`config.mk`:
```
export PLATFORM = sky130hd
export DESIGN_NAME = stopwatch_ctrl_flat
export DESIGN_NICKNAME = d
export VERILOG_FILES = /design/src/rtl/stopwatch_pkg.sv /design/src/rtl/stopwatch_ctrl_if.sv /design/src/rtl/stopwatch_ctrl_bcd_digit.sv /design/src/rtl/stopwatch_ctrl.sv /design/src/flat_wrapper.sv
export SDC_FILE = /design/constraint.sdc
export NUM_CORES = 1
export LEC_CHECK = 0
export ABC_AREA = 1
export CORE_MARGIN = 3
export CORE_UTILIZATION = 40
export DETAILED_ROUTE_END_ITERATION = 8
export GPL_ROUTABILITY_DRIVEN = 0
export GPL_TIMING_DRIVEN = 0
export PLACE_DENSITY = 0.69
export SLEW_MARGIN = 20
export SYNTH_ARGS = -nofsm -noshare
export SYNTH_HDL_FRONTEND = slang
export SYNTH_HIERARCHICAL = 1
export SYNTH_SLANG_ARGS = --single-unit
export TNS_END_PERCENT = 20
```
`constraint.sdc`:
```
create_clock -name i_clk -period 1.94 [get_ports i_clk]
set_clock_uncertainty 0.15 [all_clocks]
set_input_delay 0.388 -clock i_clk [delete_from_list [all_inputs] [get_ports i_clk]]
set_output_delay 0.388 -clock i_clk [all_outputs]
set_load 0.03 [all_outputs]
```
`src/rtl/stopwatch_pkg.sv`:
```
// Shared types and constants for the stopwatch controller: FSM state encoding
// and BCD digit limits.
package stopwatch_pkg;

  localparam int         DIGIT_W = 4;
  localparam logic [3:0] BCD_MAX = 4'd9;

  typedef enum logic [1:0] {
    ST_IDLE  = 2'd0,
    ST_RUN   = 2'd1,
    ST_PAUSE = 2'd2,
    ST_LAP   = 2'd3
  } sw_state_e;

  // Counting happens in both RUN and LAP; LAP only freezes the display.
  function automatic logic is_counting(input sw_state_e st);
    return (st == ST_RUN) || (st == ST_LAP);
  endfunction

endpackage

```
`src/rtl/stopwatch_ctrl_if.sv`:
```
// Key-pulse inputs and display outputs of the stopwatch controller. The key
// logic drives the master side; the controller sits on the slave side.
interface stopwatch_ctrl_if import stopwatch_pkg::*; #(
  parameter int NUM_DIGITS = 4
) ();

  logic                            i_start_stop;
  logic                            i_clear;
  logic                            i_lap;
  logic [DIGIT_W*NUM_DIGITS-1:0]   o_digits;
  logic                            o_running;
  logic                            o_lap_active;
  logic                            o_overflow;

  modport master (
    output i_start_stop, i_clear, i_lap,
    input  o_digits, o_running, o_lap_active, o_overflow
  );

  modport slave (
    input  i_start_stop, i_clear, i_lap,
    output o_digits, o_running, o_lap_active, o_overflow
  );

endinterface

```
`src/rtl/stopwatch_ctrl_bcd_digit.sv`:
```
// One decimal digit of the stopwatch cascade: counts 0..9 on i_inc, wraps to 0,
// and reports a registered "currently at 9" flag for the carry chain.
module bcd_digit import stopwatch_pkg::*; (
  input  logic               i_clk,
  input  logic               i_rst,
  input  logic               i_clr,
  input  logic               i_inc,
  output logic [DIGIT_W-1:0] o_val,
  output logic               o_at_max
);

  logic [3:0] val_r;
  logic [3:0] val_nxt_s;
  logic       at_max_r;

  // Next digit value: clear wins, otherwise increment with 9->0 wrap.
  always_comb begin
    val_nxt_s = val_r;
    if (i_clr) begin
      val_nxt_s = 4'd0;
    end else if (i_inc) begin
      val_nxt_s = (val_r == BCD_MAX) ? 4'd0 : (val_r + 4'd1);
    end else begin
      val_nxt_s = val_r;
    end
  end

  // Digit register and its at-9 flag, kept in step with each other.
  always_ff @(posedge i_clk or posedge i_rst) begin
    if (i_rst) begin
      val_r    <= 4'd0;
      at_max_r <= 1'b0;
    end else begin
      val_r    <= val_nxt_s;
      at_max_r <= (val_nxt_s == BCD_MAX);
    end
  end

  assign o_val    = val_r;
  assign o_at_max = at_max_r;

endmodule

```
`src/rtl/stopwatch_ctrl.sv`:
```
// Start/stop/lap stopwatch: tick prescaler, 4-state control FSM, lap snapshot
// and a cascade of bcd_digit counters driving the display digits.
module stopwatch_ctrl import stopwatch_pkg::*; #(
  parameter int TICK_DIV   = 5_000_000,
  parameter int NUM_DIGITS = 4
) (
  input  logic             i_clk,
  input  logic             i_rst,
  stopwatch_ctrl_if.slave  bus
);

  localparam int                  PRESC_W    = $clog2(TICK_DIV);
  localparam int                  DW         = DIGIT_W * NUM_DIGITS;
  localparam logic [PRESC_W-1:0]  PRESC_LAST = PRESC_W'(TICK_DIV - 1);

  sw_state_e             state_r;
  logic [PRESC_W-1:0]    presc_r;
  logic [DW-1:0]         snap_r;
  logic [DW-1:0]         digits_r;
  logic                  running_r;
  logic                  lap_active_r;
  logic                  overflow_r;

  logic                  clr_s;
  logic                  ss_s;
  logic                  lap_s;
  logic                  run_s;
  logic                  tick_s;
  logic                  clr_acc_s;
  logic [DW-1:0]         live_s;
  logic [NUM_DIGITS-1:0] at_max_s;
  logic [NUM_DIGITS-1:0] inc_s;

  // Coincident pulses: clear beats start_stop beats lap; losers are dropped.
  assign clr_s     = bus.i_clear;
  assign ss_s      = bus.i_start_stop & ~bus.i_clear;
  assign lap_s     = bus.i_lap & ~bus.i_start_stop & ~bus.i_clear;
  assign run_s     = is_counting(state_r);
  assign tick_s    = run_s && (presc_r == PRESC_LAST);
  assign clr_acc_s = clr_s && ((state_r == ST_IDLE) || (state_r == ST_PAUSE));

  for (genvar k = 0; k < NUM_DIGITS; k++) begin : g_digit
    if (k == 0) begin : g_lsd
      assign inc_s[k] = tick_s;
    end else begin : g_upper
      assign inc_s[k] = tick_s & (&at_max_s[k-1:0]);
    end

    bcd_digit u_digit (
      .i_clk    (i_clk),
      .i_rst    (i_rst),
      .i_clr    (clr_acc_s),
      .i_inc    (inc_s[k]),
      .o_val    (live_s[DIGIT_W*k +: DIGIT_W]),
      .o_at_max (at_max_s[k])
    );
  end

  // Control FSM with running/lap flags registered alongside the state.
  always_ff @(posedge i_clk or posedge i_rst) begin
    if (i_rst) begin
      state_r      <= ST_IDLE;
      running_r    <= 1'b0;
      lap_active_r <= 1'b0;
    end else begin
      case (state_r)
        ST_IDLE: begin
          if (ss_s) begin
            state_r <= ST_RUN;  running_r <= 1'b1; lap_active_r <= 1'b0;
          end else begin
            state_r <= ST_IDLE; running_r <= 1'b0; lap_active_r <= 1'b0;
          end
        end
        ST_RUN: begin
          if (ss_s) begin
            state_r <= ST_PAUSE; running_r <= 1'b0; lap_active_r <= 1'b0;
          end else if (lap_s) begin
            state_r <= ST_LAP;   running_r <= 1'b1; lap_active_r <= 1'b1;
          end else begin
            state_r <= ST_RUN;   running_r <= 1'b1; lap_active_r <= 1'b0;
          end
        end
        ST_LAP: begin
          if (ss_s) begin
            state_r <= ST_PAUSE; running_r <= 1'b0; lap_active_r <= 1'b0;
          end else if (lap_s) begin
            state_r <= ST_RUN;   running_r <= 1'b1; lap_active_r <= 1'b0;
          end else begin
            state_r <= ST_LAP;   running_r <= 1'b1; lap_active_r <= 1'b1;
          end
        end
        ST_PAUSE: begin
          if (clr_s) begin
            state_r <= ST_IDLE;  running_r <= 1'b0; lap_active_r <= 1'b0;
          end else if (ss_s) begin
            state_r <= ST_RUN;   running_r <= 1'b1; lap_active_r <= 1'b0;
          end else begin
            state_r <= ST_PAUSE; running_r <= 1'b0; lap_active_r <= 1'b0;
          end
        end
        default: begin
          state_r <= ST_IDLE; running_r <= 1'b0; lap_active_r <= 1'b0;
        end
      endcase
    end
  end

  // Prescaler, lap snapshot, sticky overflow and the registered display.
  always_ff @(posedge i_clk or posedge i_rst) begin
    if (i_rst) begin
      presc_r    <= '0;
      snap_r     <= '0;
      overflow_r <= 1'b0;
      digits_r   <= '0;
    end else begin
      if (clr_acc_s || tick_s) begin
        presc_r <= '0;
      end else if (run_s) begin
        presc_r <= presc_r + PRESC_W'(1);
      end

      // Snapshot samples the pre-increment live value, even on a tick edge.
      if (clr_acc_s) begin
        snap_r <= '0;
      end else if ((state_r == ST_RUN) && lap_s) begin
        snap_r <= live_s;
      end

      if (clr_acc_s) begin
        overflow_r <= 1'b0;
      end else if (tick_s && (&at_max_s)) begin
        overflow_r <= 1'b1;
      end

      digits_r <= (state_r == ST_LAP) ? snap_r : live_s;
    end
  end

  assign bus.o_digits     = digits_r;
  assign bus.o_running    = running_r;
  assign bus.o_lap_active = lap_active_r;
  assign bus.o_overflow   = overflow_r;

endmodule

```
`src/flat_wrapper.sv`:
```
// flat-port wrapper written by rule: the top's interface ports become plain ports
module stopwatch_ctrl_flat import stopwatch_pkg::*;
#(
  parameter int TICK_DIV   = 5_000_000,
  parameter int NUM_DIGITS = 4
)
  (i_clk, i_rst, bus_i_start_stop, bus_i_clear, bus_i_lap, bus_o_digits, bus_o_running, bus_o_lap_active, bus_o_overflow);
  stopwatch_ctrl_if #(.NUM_DIGITS(NUM_DIGITS)) bus_i ();
  input  logic i_clk;
  input  logic i_rst;
  input wire logic [$bits(bus_i.i_start_stop)-1:0] bus_i_start_stop;
  input wire logic [$bits(bus_i.i_clear)-1:0] bus_i_clear;
  input wire logic [$bits(bus_i.i_lap)-1:0] bus_i_lap;
  output wire logic [$bits(bus_i.o_digits)-1:0] bus_o_digits;
  output wire logic [$bits(bus_i.o_running)-1:0] bus_o_running;
  output wire logic [$bits(bus_i.o_lap_active)-1:0] bus_o_lap_active;
  output wire logic [$bits(bus_i.o_overflow)-1:0] bus_o_overflow;
  assign bus_i.i_start_stop = bus_i_start_stop;
  assign bus_i.i_clear = bus_i_clear;
  assign bus_i.i_lap = bus_i_lap;
  assign bus_o_digits = bus_i.o_digits;
  assign bus_o_running = bus_i.o_running;
  assign bus_o_lap_active = bus_i.o_lap_active;
  assign bus_o_overflow = bus_i.o_overflow;
  stopwatch_ctrl #(.TICK_DIV(TICK_DIV), .NUM_DIGITS(NUM_DIGITS)) u_core (.i_clk(i_clk), .i_rst(i_rst), .bus(bus_i));
endmodule
```
==> results.json <==
{
  "final.hold.worst_slack_ns": 0.254,
  "dp.cells": 717,
  "grt_pass1_vias": 3638,
  "critPathRequiredTime_ns": 2.07,
  "drc": 0,
  "synth_seq_area_share_pct": 47.3,
  "core-area_mm2": 0.0100,
  "yosys_register_bits": 80,
  "yosysWarnings": 6,
  "design_area_mm2": 0.00505,
  "r2r_cells": 13,
  "grt_pass1_wl_um": 16000,
  "ioPinCount": 24,
  "worstSetupEndpoint": "u_core/g_digit[3].u_digit/o_at_max$_DFF_PP0_",
  "violations": "setup timing",
  "hp-class": "primary input to asynchronous set/reset pin",
  "antenna_found_initial": 0,
  "status": "finished, violations left",
  "ys_top_cells_by_area": "dfrtp_1, nand2_1, inv_1",
  "num_antenna_cells": 0,
  "max_stage_delay_ns": 0.39,
  "utilization_pct": 50.3,
  "cts-root-buf": "clkbuf_8",
  "synth_top_cell_by_area": "dfrtp_1",
  "clock_sinks": 80,
  "worstReg2RegEnd": "u_core/g_digit[3].u_digit/o_at_max$_DFF_PP0_",
  "drv_cap": 0,
  "cts_buffer_depth": 2,
  "power_leakage_uw": 0.00236,
  "grt_overflow": 0,
  "numPortBuffers": 23,
  "crit_type": "flip-flop to flip-flop",
  "routed_wl_um": 9330,
  "powerDensity_mw_per_mm2": 745,
  "grt_max_degree": 22,
  "synth_area_per_cell_um2": 7.58,
  "relSlewSlack_pct": 63.2,
  "fin_cells": 742,
  "crit_start": "u_core/presc_r[1]$_DFFE_PP0P_",
  "layout_setup_ws_ns": -0.139,
  "vias": 3642,
  "crit_path_max_fanout": 6,
  "grt_usage_pct": 16.9,
  "end_kind": "flip-flop",
  "rrSetupSlack_ns": -0.14,
  "dp_hpwl_um": 6870,
  "path_cells": "ha_2 -> nand3_2 -> nor2_2 -> and2_4 -> nand4_1 -> buf_4 -> nor2_4 -> nand2_2 -> nor2_1 -> nor2_1 -> nor2_1 -> nand2_1 -> nor2_2",
  "hold_viol_final": 0,
  "slew_viol_final": 0,
  "insertion_delay_ns": 0.35,
  "critPathSlowestCell": "dfrtp_1",
  "start_util_pct": 42.2,
  "synth_top_area_share_pct": 47.3,
  "tritoncts": "built",
  "setup_viol": 8,
  "timing.fmax_mhz": 481,
  "final_common_cell": "nand2_1",
  "layout.nets": 619,
  "worstMarginPinSlew_ns": 0.550,
  "via_per_inst": 4.91,
  "first_pass_iters": 5,
  "post_drt_wl_per_cell_um": 12.6,
  "ant_nets": 0,
  "syn_inst": 559,
  "drt-initial-drc-count": 207,
  "ys_types": 27,
  "rsz0062_at_grt": "true",
  "fp.dieArea_mm2": 0.0119,
  "die_x_um": 109,
  "cts_buffers": 9,
  "clk_pin_slew_ns": 0.09,
  "syn-num-nets": 573,
  "start_kind": "flip-flop",
  "period_needed_ns": 2.08,
  "period_share_pct": 107,
  "cp_common_cell": "nor2_1",
  "cp.arrival_ns": 2.21,
  "netlist_area_mm2": 0.00424,
  "drive_gt1_share_pct": 14.3,
  "reg2reg_from": "u_core/presc_r[1]$_DFFE_PP0P_",
  "cts-htree-levels": 3,
  "finalSetupTns_ns": -0.477,
  "areaGrowthSynthToFinish_pct": 19.3,
  "rows": 36,
  "final_cell_mix": "nand2_1, inv_1, dfrtp_1",
  "place_area_mm2": 0.00469,
  "die_y_um": 109,
  "vdd_drop_max_mv": 0.477,
  "cts_hold_buffers": 0
}
-- through the flow --
stage | power (µW) | setup slack, ns
after global placement | 2570 | -0.481
after global routing | 3970 | -0.235
after CTS | 3770 | -0.101
final | 3760 | -0.139
after floorplan | 2330 | 0.00146
after detailed placement | 2600 | -0.522
-- synth_stat cells (all sizes together) --
| cell | number |
|---|---|
| o211ai | 1 |
| nor3b | 1 |
| xnor2 | 3 |
| a21o | 1 |
| and2 | 3 |
| xor2 | 8 |
| nand3 | 44 |
| buf | 7 |
| clkbuf | 3 |
| nor2 | 86 |
| o21ai | 50 |
| nand2 | 159 |
| dfrtp | 80 |
| ha | 9 |
| nand4 | 6 |
| nand3b | 2 |
| nor3 | 14 |
| inv | 82 |
-- layout make-up --
type,count,area [µm²]
fill,931,4990
sequential,80,2010
multi-input combinational,387,1960
timing repair buffer,36,378
inverter,82,314
tap,133,166
clock buffer,11,151
buffer,9,46.3
clock inverter,4,28.8
-- power by group --
part / internal, µW / total, µW / switching [µW]
Clock: 530 / 1130 / 603
Sequential: 1730 / 1780 / 50.5
Combinational: 242 / 848 / 606
-- sequential cells by signal (all words and copies together) (netlist names) --
| signal | count |
|---|---|
| u_core/presc_r | 23 |
| u_core/bus.o_digits | 16 |
| u_core/g_digit.u_digit/o_val | 16 |
| u_core/snap_r | 16 |
| u_core/g_digit.u_digit/o_at_max | 4 |
| u_core/state_r | 2 |
| u_core/bus.o_lap_active | 1 |
| u_core/bus.o_overflow | 1 |
| u_core/bus.o_running | 1 |
-- layer usage --
layer | share of wire [%] | track usage, % | up-vias
met2 | 51 | 29.9 | 71
met1 | 44 | 20.3 | 1736
met5 | 0 | 0 | -
li1 | - | - | 1822
met4 | 1.4 | 4.78 | 0
met3 | 3.6 | 4.20 | 13
-- timing repair --
action / in CTS / in global routing
buffers inserted: 7 / 4
pin swaps: 6 / 3
endpoints found under the setup margin: 36 / 35
gates resized for setup: 21 / 16
-- cells by family after synthesis --
family	share of synthesized area [%]
compound gates	6.26
xor+xnor	2.27
fa+ha+maj	2.66
buf+inv	8.54
flops	47.3
simple gates	33.0
-- worst max-delay path, delay by kind of cell (launching register included) --
family / cells / cell delay [ns]
flops: 1 / 0.39
fa+ha+maj: 1 / 0.21
buf+inv: 1 / 0.17
simple gates: 11 / 1.10
-- worst min path at each step --
| stage | start | depth (start not counted) | slack, ns | to |
|---|---|---|---|---|
| after floorplan | i_rst | 1 | 0.02 | u_core/g_digit[0].u_digit/o_at_max$_DFF_PP0_ |
| after global placement | u_core/presc_r[1]$_DFFE_PP0P_ | 2 | 0.34 | u_core/presc_r[1]$_DFFE_PP0P_ |
| after detailed placement | u_core/snap_r[8]$_DFFE_PP0P_ | 2 | 0.36 | u_core/snap_r[8]$_DFFE_PP0P_ |
| after CTS | i_rst | 2 | 0.26 | u_core/g_digit[1].u_digit/o_at_max$_DFF_PP0_ |
| after global routing | i_rst | 2 | 0.26 | u_core/g_digit[1].u_digit/o_at_max$_DFF_PP0_ |
| final | i_rst | 2 | 0.25 | u_core/g_digit[1].u_digit/o_val[3]$_DFF_PP0_ |
No activity file was read; power rests on OpenSTA's default activity.
